**src/rtl/usb_fifo_pkg.sv**
```systemverilog
// usb_fifo_pkg: transfer FSM states, round-robin markers and data width
// shared by usb_fifo_bridge and its FIFOs.
package usb_fifo_pkg;
   localparam int DATA_W = 8;
   localparam logic RR_RX = 1'b0;
   localparam logic RR_TX = 1'b1;
   typedef enum logic [2:0] {
      ST_IDLE,
      ST_RD_STROBE,
      ST_WR_SETUP,
      ST_WR_STROBE,
      ST_RECOVER
   } state_e;
endpackage

```
**src/rtl/sync_fifo.sv**
```systemverilog
// sync_fifo: single-clock FIFO with wrap-bit pointers; pop on empty is ignored,
// push on full is dropped unless a pop frees the slot in the same cycle.
module sync_fifo #(
   parameter int W     = 8,
   parameter int DEPTH = 8
) (
   input  logic         clk,
   input  logic         rst_n,
   input  logic         push,
   input  logic         pop,
   input  logic [W-1:0] din,
   output logic [W-1:0] head,
   output logic         empty,
   output logic         full
);
   localparam int AW = $clog2(DEPTH);
   logic [W-1:0] mem_q [DEPTH];
   logic [AW:0] wr_ptr_q, wr_ptr_d, rd_ptr_q, rd_ptr_d;
   logic do_push, do_pop;
   always_comb begin
      empty    = wr_ptr_q == rd_ptr_q;
      full     = (wr_ptr_q[AW] != rd_ptr_q[AW]) && (wr_ptr_q[AW-1:0] == rd_ptr_q[AW-1:0]);
      do_pop   = pop && !empty;
      do_push  = push && (!full || do_pop);
      wr_ptr_d = wr_ptr_q + (AW+1)'(do_push);
      rd_ptr_d = rd_ptr_q + (AW+1)'(do_pop);
      head     = empty ? '0 : mem_q[rd_ptr_q[AW-1:0]];
   end
   always_ff @(posedge clk or negedge rst_n)
      if (!rst_n) begin
         wr_ptr_q <= '0;
         rd_ptr_q <= '0;
      end else begin
         wr_ptr_q <= wr_ptr_d;
         rd_ptr_q <= rd_ptr_d;
      end
   always_ff @(posedge clk)
      if (do_push) mem_q[wr_ptr_q[AW-1:0]] <= din;
endmodule

```
**src/rtl/usb_fifo_bridge.sv**
```systemverilog
// usb_fifo_bridge: buffered CPU <-> FT245 bridge with RX prefetch and TX drain FIFOs.
// Define USB_LOOPBACK_EN to add the loopback input (TX drains straight into RX).
module usb_fifo_bridge
   import usb_fifo_pkg::*;
#(
   parameter int DEPTH    = 8,
   parameter int RD_PULSE = 2,
   parameter int WR_PULSE = 2,
   parameter int RECOVER  = 1
) (
   input  logic              clk,
   input  logic              _reset,
   input  logic              cpu_rd,
   input  logic              cpu_wr,
   input  logic [DATA_W-1:0] cpu_wdata,
   output logic [DATA_W-1:0] cpu_rdata,
   output logic              rx_avail,
   output logic              tx_space,
   output logic              _rx_irq,
`ifdef USB_LOOPBACK_EN
   input  logic              loopback,
`endif
   input  logic              _rxf,
   input  logic              _txe,
   output logic              _ft_rd,
   output logic              ft_wr,
   input  logic [DATA_W-1:0] ft_din,
   output logic [DATA_W-1:0] ft_dout,
   output logic              ft_doe
);
   logic rxf_m_q, rxf_s_q, txe_m_q, txe_s_q;
   state_e state_q, state_d;
   logic [7:0] cnt_q, cnt_d;
   logic rr_last_q, rr_last_d;
   logic lb_on, lb_act, rx_req, tx_req, take_tx;
   logic rx_push, tx_pop, rx_empty, rx_full, tx_empty, tx_full;
   logic [DATA_W-1:0] rx_din, rx_head, tx_head;
`ifdef USB_LOOPBACK_EN
   assign lb_on = loopback;
`else
   assign lb_on = 1'b0;
`endif
   always_ff @(posedge clk or negedge _reset)
      if (!_reset) begin
         {rxf_m_q, rxf_s_q, txe_m_q, txe_s_q} <= '1;
         state_q   <= ST_IDLE;
         cnt_q     <= '0;
         rr_last_q <= RR_RX;
      end else begin
         {rxf_s_q, rxf_m_q} <= {rxf_m_q, _rxf};
         {txe_s_q, txe_m_q} <= {txe_m_q, _txe};
         state_q   <= state_d;
         cnt_q     <= cnt_d;
         rr_last_q <= rr_last_d;
      end
   // Loopback bypasses the chip entirely and keeps the FSM parked in IDLE.
   always_comb begin
      lb_act    = lb_on && state_q == ST_IDLE && !tx_empty && !rx_full;
      rx_req    = !rxf_s_q && !rx_full;
      tx_req    = !txe_s_q && !tx_empty;
      take_tx   = tx_req && (!rx_req || rr_last_q == RR_RX);
      state_d   = state_q;
      cnt_d     = cnt_q;
      rr_last_d = rr_last_q;
      rx_push   = lb_act;
      tx_pop    = lb_act;
      rx_din    = lb_act ? tx_head : ft_din;
      case (state_q)
         ST_IDLE:
            if (!lb_on && (rx_req || tx_req)) begin
               state_d = take_tx ? ST_WR_SETUP : ST_RD_STROBE;
               cnt_d   = take_tx ? 8'(WR_PULSE - 1) : 8'(RD_PULSE - 1);
            end
         ST_RD_STROBE:
            if (cnt_q == 8'd0) begin
               rx_push   = 1'b1;
               rr_last_d = RR_RX;
               state_d   = ST_RECOVER;
               cnt_d     = 8'(RECOVER - 1);
            end else cnt_d = cnt_q - 8'd1;
         ST_WR_SETUP: state_d = ST_WR_STROBE;
         ST_WR_STROBE:
            if (cnt_q == 8'd0) begin
               tx_pop    = 1'b1;
               rr_last_d = RR_TX;
               state_d   = ST_RECOVER;
               cnt_d     = 8'(RECOVER - 1);
            end else cnt_d = cnt_q - 8'd1;
         ST_RECOVER:
            if (cnt_q == 8'd0) state_d = ST_IDLE;
            else cnt_d = cnt_q - 8'd1;
         default: state_d = ST_IDLE;
      endcase
   end
   assign _ft_rd    = state_q != ST_RD_STROBE;
   assign ft_wr     = state_q == ST_WR_STROBE;
   assign ft_doe    = state_q == ST_WR_SETUP || state_q == ST_WR_STROBE;
   assign ft_dout   = ft_doe ? tx_head : '0;
   assign cpu_rdata = rx_head;
   assign rx_avail  = !rx_empty;
   assign _rx_irq   = rx_empty;
   assign tx_space  = !tx_full;
   sync_fifo #(.W(DATA_W), .DEPTH(DEPTH)) u_rx (
      .clk(clk), .rst_n(_reset), .push(rx_push), .pop(cpu_rd), .din(rx_din),
      .head(rx_head), .empty(rx_empty), .full(rx_full)
   );
   sync_fifo #(.W(DATA_W), .DEPTH(DEPTH)) u_tx (
      .clk(clk), .rst_n(_reset), .push(cpu_wr), .pop(tx_pop), .din(cpu_wdata),
      .head(tx_head), .empty(tx_empty), .full(tx_full)
   );
endmodule

```
**config.mk**
```make
export PLATFORM = sky130hd
export DESIGN_NAME = usb_fifo_bridge
export DESIGN_NICKNAME = d
export VERILOG_FILES = /design/src/rtl/usb_fifo_pkg.sv /design/src/rtl/sync_fifo.sv /design/src/rtl/usb_fifo_bridge.sv
export SDC_FILE = /design/constraint.sdc
export NUM_CORES = 1
export LEC_CHECK = 0
export CELL_PAD_IN_SITES_DETAIL_PLACEMENT = 1
export CELL_PAD_IN_SITES_GLOBAL_PLACEMENT = 2
export CORE_MARGIN = 5
export CORE_UTILIZATION = 44
export CTS_BUF_LIST = sky130_fd_sc_hd__clkbuf_16
export DETAILED_ROUTE_END_ITERATION = 7
export HOLD_SLACK_MARGIN = 0.02
export PLACE_DENSITY = 0.9
export SYNTH_ARGS = -nofsm -noshare
export SYNTH_HDL_FRONTEND = slang
export SYNTH_SLANG_ARGS = --single-unit
```
**constraint.sdc**
```tcl
create_clock -name clk -period 2.9 [get_ports clk]
set_input_delay 0.58 -clock clk [delete_from_list [all_inputs] [get_ports clk]]
set_output_delay 0.58 -clock clk [all_outputs]
set_load 0.01 [all_outputs]
```
Word-level counts from Yosys, hierarchy flattened --
Memory sizes are Yosys's and may differ from the RTL's. Index checks and enable logic that the tools add are counted.
Operators by class: eq/ne operators 17, shifts and indexed selects 0, multiply operators 0, reduce and logical (&&, ||, !) cells 29, mux-type cells 22, divide/modulo/power cells 0, $lt $le $gt $ge 0, bitwise operators 1, $add $sub $neg 5
Operator list (count):
- 2-to-1 mux 8 bit | 6
- one-hot mux 8 bit (3 select lines) | 1
- adder 4 x 1 -> 4 bit | 4
- one-hot mux 3 bit (4 select lines) | 1
- logical AND 1 bit | 9
- 2-to-1 mux 1 bit | 9
- 2-to-1 mux 3 bit | 3
- AND reduction 3 bit | 3
- equality test 4 bit | 2
- logical NOT 8 bit | 1
- subtractor 8 x 1 -> 8 bit, second input constant | 1
- logical NOT 1 bit | 7
- equality test 3 x 2 -> 1 bit, second input constant | 2
- equality test 3 bit | 2
- inequality test 2 x 1 -> 1 bit, second input constant | 3
- inequality test 2 bit, second input constant | 3
- logical OR 1 bit | 5
- equality test 3 x 1 -> 1 bit, second input constant | 1
- equality test 3 bit, second input constant | 1
- logical NOT 3 bit | 1
- inequality test 3 x 1 -> 1 bit, second input constant | 1
- nonzero test 3 bit | 1
- 2-to-1 mux 2 bit | 1
- inequality test 1 bit | 2
- 4 further kinds | 4
Storage, ports and cells: RAM bits 128, logic and storage cells 87, latch bits 0, memory bits (read-only) 0, input bits 22, flip-flop bits (word level) 32, memories kept 2
Memory list:
- u_rx.mem_q | depth 8, width 8, read ports 1, clocked after memory_dff 0, write ports 1, RTL line sync_fifo.sv:17 | logic [W-1:0] mem_q [DEPTH];
- u_tx.mem_q | depth 8, width 8, read ports 1, clocked after memory_dff 0, write ports 1, RTL line sync_fifo.sv:17

Depth between registers and ports, before layout --
word-level depth 10, depth in mapped cells 9, mapped depth without buffers 9

Modules after synthesis --
From an unflattened synthesis, not the netlist that was laid out.
Second synthesis, totals: cells, all modules 464, area total of the unflattened synthesis 6924.1 µm²
By module, submodules not included:
- sync_fifo | area each 2984.1 µm², instances 2, cells each 182, seq. area each 2122.0 µm²
- usb_fifo_bridge | area each 955.9 µm², instances 1, cells each 100, seq. area each 405.4 µm²

Worst setup path after synthesis --
Ideal clock, no wire load.
kind register to register, start point register cnt_q[0], end point memory u_rx.mem_q[0][0], enable pin, setup slack 0.313 ns, data required time 2.517 ns, data arrival time 2.204 ns, cell stages (with the launch flop) 8, setup time 0.383 ns, buffers on the path 0, path through dfrtp_1 -> inv_1 -> ha_1 -> or4b_4 -> nor2_4 -> o2111a_1 -> nand2b_1 -> nor3_1
On the way: longest elaborated chain between the ends 6
RTL lines:
- from (decl) | RTL line usb_fifo_bridge.sv:33 | logic [7:0] cnt_q, cnt_d;
- from (signal assigned) | RTL line usb_fifo_bridge.sv:53 | cnt_q <= cnt_d;
- logical NOT 8 bit | RTL line usb_fifo_bridge.sv:75 | if (cnt_q == 8'd0) begin
- 2-to-1 mux 1 bit | RTL line usb_fifo_bridge.sv:75
- 2-to-1 mux 1 bit | RTL line usb_fifo_bridge.sv:68 | case (state_q)
- logical AND 1 bit | RTL line sync_fifo.sv:24 | do_push = push && (!full || do_pop);
- 2-to-1 mux 1 bit | RTL line sync_fifo.sv:38 | if (do_push) mem_q[wr_ptr_q[AW-1:0]] <= din;
- 2-to-1 mux 1 bit (not written as such) | RTL line sync_fifo.sv:38
- to (decl) | RTL line sync_fifo.sv:17
No other way between the ends.

Worst setup path in the final report --
start point register u_rx.rd_ptr_q[0], end point output cpu_rdata[6]
On the way: longest elaborated chain between the ends 2
RTL lines:
- from (decl) | RTL line sync_fifo.sv:18 | logic [AW:0] wr_ptr_q, wr_ptr_d, rd_ptr_q, rd_ptr_d;
- from (signal assigned) | RTL line sync_fifo.sv:35 | rd_ptr_q <= rd_ptr_d;
- memory (8 x 8 bit) / equality test 4 bit (equally long branches)
- 2-to-1 mux 8 bit (*) | RTL line sync_fifo.sv:27 | head = empty ? '0 : mem_q[rd_ptr_q[AW-1:0]];
- to (decl) | RTL line usb_fifo_bridge.sv:16 | output logic [DATA_W-1:0] cpu_rdata,
Mark *: on every way between the ends. The rest lies on a longest branch, timed or not.

==> flow_metrics.py <==
metrics = {
    "sta": {
        "clock_skew_ps": 10.9,
        "fin_crit_sh_pct": 97.2,
        "min_period_ps": 2820,
        "fin_hold_ws_ps": 357,
        "worstMarginPinSlew_ps": 621,
        "finalMaxSlewViolations": 0,
        "slew_headroom_pct": 58.5,
        "fin_ws_ps": 81.6,
        "fmax_mhz": 355,
        "fin_tns_setup_ps": 0,
        "setup-violations-final": 0,
        "finalHoldViolations": 0,
    },
    "logic_synthesis": {
        "ys.flop_type": "edfxtp_1",
        "async_reset_ff_share_pct": 20.0,
        "yosys_warnings": 0,
        "ys_ff_latch": 160,
        "synth_cell_types": 52,
        "yosys.area_share.simple_pct": 6.80,
        "synth-xor-area-share_pct": 2.21,
        "syn-num-nets": 423,
        "avgSynthCellArea_um2": 17.1,
        "synth-adder-area-share_pct": 1.87,
        "synth.area.top_cells": "edfxtp_1, dfrtp_1, mux4_2, mux2i_1, nor2_1",
        "synth_top_area_share_pct": 57.5,
        "synth_mux_area_share_pct": 13.6,
        "synth_compound_area_share_pct": 4.01,
        "yosysSeqAreaShare_pct": 69.6,
        "syn_area_um2": 6680,
        "syn-instance-count": 391,
        "synth_area_leader_cell": "edfxtp_1",
        "synth-edff-count": 128,
        "synth_top_family_by_area": "multiplexers",
        "synth.most_common_cell": "edfxtp_1",
        "synth_common_cells": "edfxtp_1, nor2_1, dfrtp_1",
    },
    "routing": {
        "ant_nets": 0,
        "drtPass1Iterations": 4,
        "top_layer_used": "met4",
        "drcViolationCount": 0,
        "avgRoutedWirePerCell_um": 22.3,
        "dr_total_vias": 3743,
        "vias_per_cell": 5.57,
        "drt_wl_total_um": 15000,
        "met3_length_um": 450,
        "met2_length_um": 8310,
        "wl_met1_um": 6010,
        "drt_iter0_markers": 159,
    },
    "global_route": {
        "overflow": 0,
        "antenna_found_initial": 0,
        "grt_max_degree": 33,
        "grt_pass1_vias": 4164,
        "grt_pass1_wl_um": 23600,
        "grt_usage_pct": 17.8,
    },
    "power_and_ir_drop": {
        "netSwitchingFraction_pct": 32.7,
        "power_leakage_nw": 3.01,
        "ir_worst_vdd_mv": 0.567,
        "power_frac_clock_pct": 26.5,
        "p_sw_w": 0.00273,
        "combinationalPowerShare_pct": 36.3,
        "p_per_area_nw_per_um2": 1020,
        "total_power_w": 0.00835,
        "power_frac_seq_pct": 37.2,
        "p_int_w": 0.00562,
    },
    "setup_path": {
        "critPathLaunchType": "flip-flop",
        "rrSetupSlack_ps": 370,
        "worstSetupPathType": "flip-flop to output port",
        "reg2reg_from": "cnt_q[0]$_DFFE_PN0P_",
        "reg2reg_depth": 8,
        "r2r-end": "u_tx.mem_q[5][5]$_DFFE_PP_",
        "worstPathRequired_ps": 2320,
        "cp.arrival_ps": 2240,
        "worstSetupEndpointType": "output port",
        "crit_fanout": 9,
    },
    "hold_path": {
        "holdCritStartpoint": "txe_m_q$_DFF_PN1_",
        "hp-class": "flip-flop to flip-flop",
        "min_delay_path_depth": 0,
        "min_to": "txe_s_q$_DFF_PN1_",
    },
    "finish": {
        "fill_cells": 1375,
        "area_growth_pct": 22.7,
        "final_layout_size_suffix_gt1_share_pct": 22.3,
        "multi_input_area_um2": 1950,
        "antenna_cells": 0,
        "final_cell_area_um2": 8200,
        "final_nets": 503,
        "seqCellArea_um2": 4650,
    },
    "die": {
        "start_util_pct": 44.4,
        "core_area_um2": 15000,
        "die_y_um": 133,
        "fp-row-count": 45,
        "die_area_um2": 17700,
        "io_pins": 44,
        "die_w_um": 133,
    },
    "cts": {
        "cts-root-buf": "clkbuf_16",
        "clockBufferDepth": 2,
        "cts_buffers": 17,
        "clkLatencyLatePin_ps": 430,
        "cts.reportedPaths.clkPinSlew_ps": 60,
        "ctsHoldBuffers": 0,
        "h-tree-depth": 4,
        "cts_tree": "done",
        "cts_sinks": 160,
    },
    "run_status": {
        "outcome": "finished clean",
    },
    "placement": {
        "dpl.hpwl_um": 9800,
        "gp_congestion": 0.796,
        "dp_slack_ps": 399,
        "place_area_um2": 7500,
        "portBuffers": 43,
    },
    "flow_run": {
        "drv_cap": 0,
    },
}
-- kinds of logic (layout without fill, tap and decap cells) --
family	after synthesis	in the layout
flops	160	160
simple gates	95	95
mux	49	49
compound gates	35	35
buf+inv	26	119
xor+xnor	16	16
fa+ha+maj	10	10
-- registers in the layout, summed over array words and instances (netlist names), 3 cells and up --
signal,flops
u_rx.mem_q,64
u_rx.wr_ptr_q,4
u_tx.rd_ptr_q,4
state_q,3
u_tx.mem_q,64
u_rx.rd_ptr_q,4
cnt_q,8
u_tx.wr_ptr_q,4
-- layer usage --
metal | global-route usage [%] | vias to the layer above
met2 | 32.8 | 74
met3 | 3.89 | 22
met4 | 5.89 | 0
met1 | 20.5 | 1956
met5 | 0 | -
li1 | - | 1691
-- worst max-delay path: stages, from the launching register on --
cell	delay (ps)
dfrtp_2	420
clkbuf_16	200
mux4_2	500
mux2i_1	160
nor2_1	60
clkdlybuf4s50_1	470
-- stage by stage --
step	util, %	std cells
floorplan	-	391
global placement	49.9	636
detailed placement	49.9	636
CTS	53.9	669
global route	54.5	672
finish	54.5	672
-- cell type report --
| type | instances | area share, % |
|---|---|---|
| clock buffer | 17 | 5.19 |
| clock inverter | 15 | 1.94 |
| inverter | 10 | 0.458 |
| multi-input combinational | 205 | 23.8 |
| sequential | 160 | 56.7 |
| tap | 188 | 2.87 |
| timing repair buffer | 77 | 9.04 |
-- layout by cell type, fill, tap and decap left out, drive strengths merged, types with 2 or more instances in the layout --
master         count
nor2b              3
dfrtp             28
mux2i             16
clkinv             6
a21oi              3
bufinv             2
clkbuf            18
o22ai              2
buf               33
or3                3
nand4              3
xnor2              7
inv               14
nand3             10
edfxtp           128
mux4              32
nand2             15
nand2b             7
a21o               2
clkinvlp           3
ha                10
a211o              4
clkdlybuf4s50     32
a31oi              4
o21ai              8
dlygate4sd2        8
xor2               9
nor3              11
dfstp              4
nor2              38
dlymetal6s2s       3
-- repair_timing --
action | in CTS | in global routing
resized for setup | 15 | 8
setup buffers | 1 | 2
gates cloned | 0 | 1
endpoints found under the hold margin | 0 | 0
setup endpoints to repair | 10 | 11
pin swaps | 0 | 0
-- power groups by stage --
stage | clock network (W) | registers [W] | logic [W]
2_1_floorplan | 0 | 0.00301 | 0.00188
3_3_place_gp | 0 | 0.00309 | 0.00280
3_5_place_dp | 0 | 0.00312 | 0.00291
4_1_cts | 0.00226 | 0.00309 | 0.00297
5_1_grt | 0.00236 | 0.00314 | 0.00330
6_report | 0.00221 | 0.00311 | 0.00303
-- worst max-delay path by stage --
stage	from	slack, ps	end
6_report	u_rx.rd_ptr_q[0]$_DFF_PN0_	80	cpu_rdata[6]
5_1_grt	u_rx.rd_ptr_q[0]$_DFF_PN0_	-3	cpu_rdata[3]
4_1_cts	u_rx.rd_ptr_q[0]$_DFF_PN0_	10	cpu_rdata[2]
3_5_place_dp	u_tx.rd_ptr_q[0]$_DFF_PN0_	400	ft_dout[2]
3_3_place_gp	u_tx.rd_ptr_q[0]$_DFF_PN0_	430	ft_dout[1]
2_1_floorplan	cnt_q[0]$_DFFE_PN0P_	310	u_rx.mem_q[0][0]$_DFFE_PP_
(Power assumes the default switching activity.)
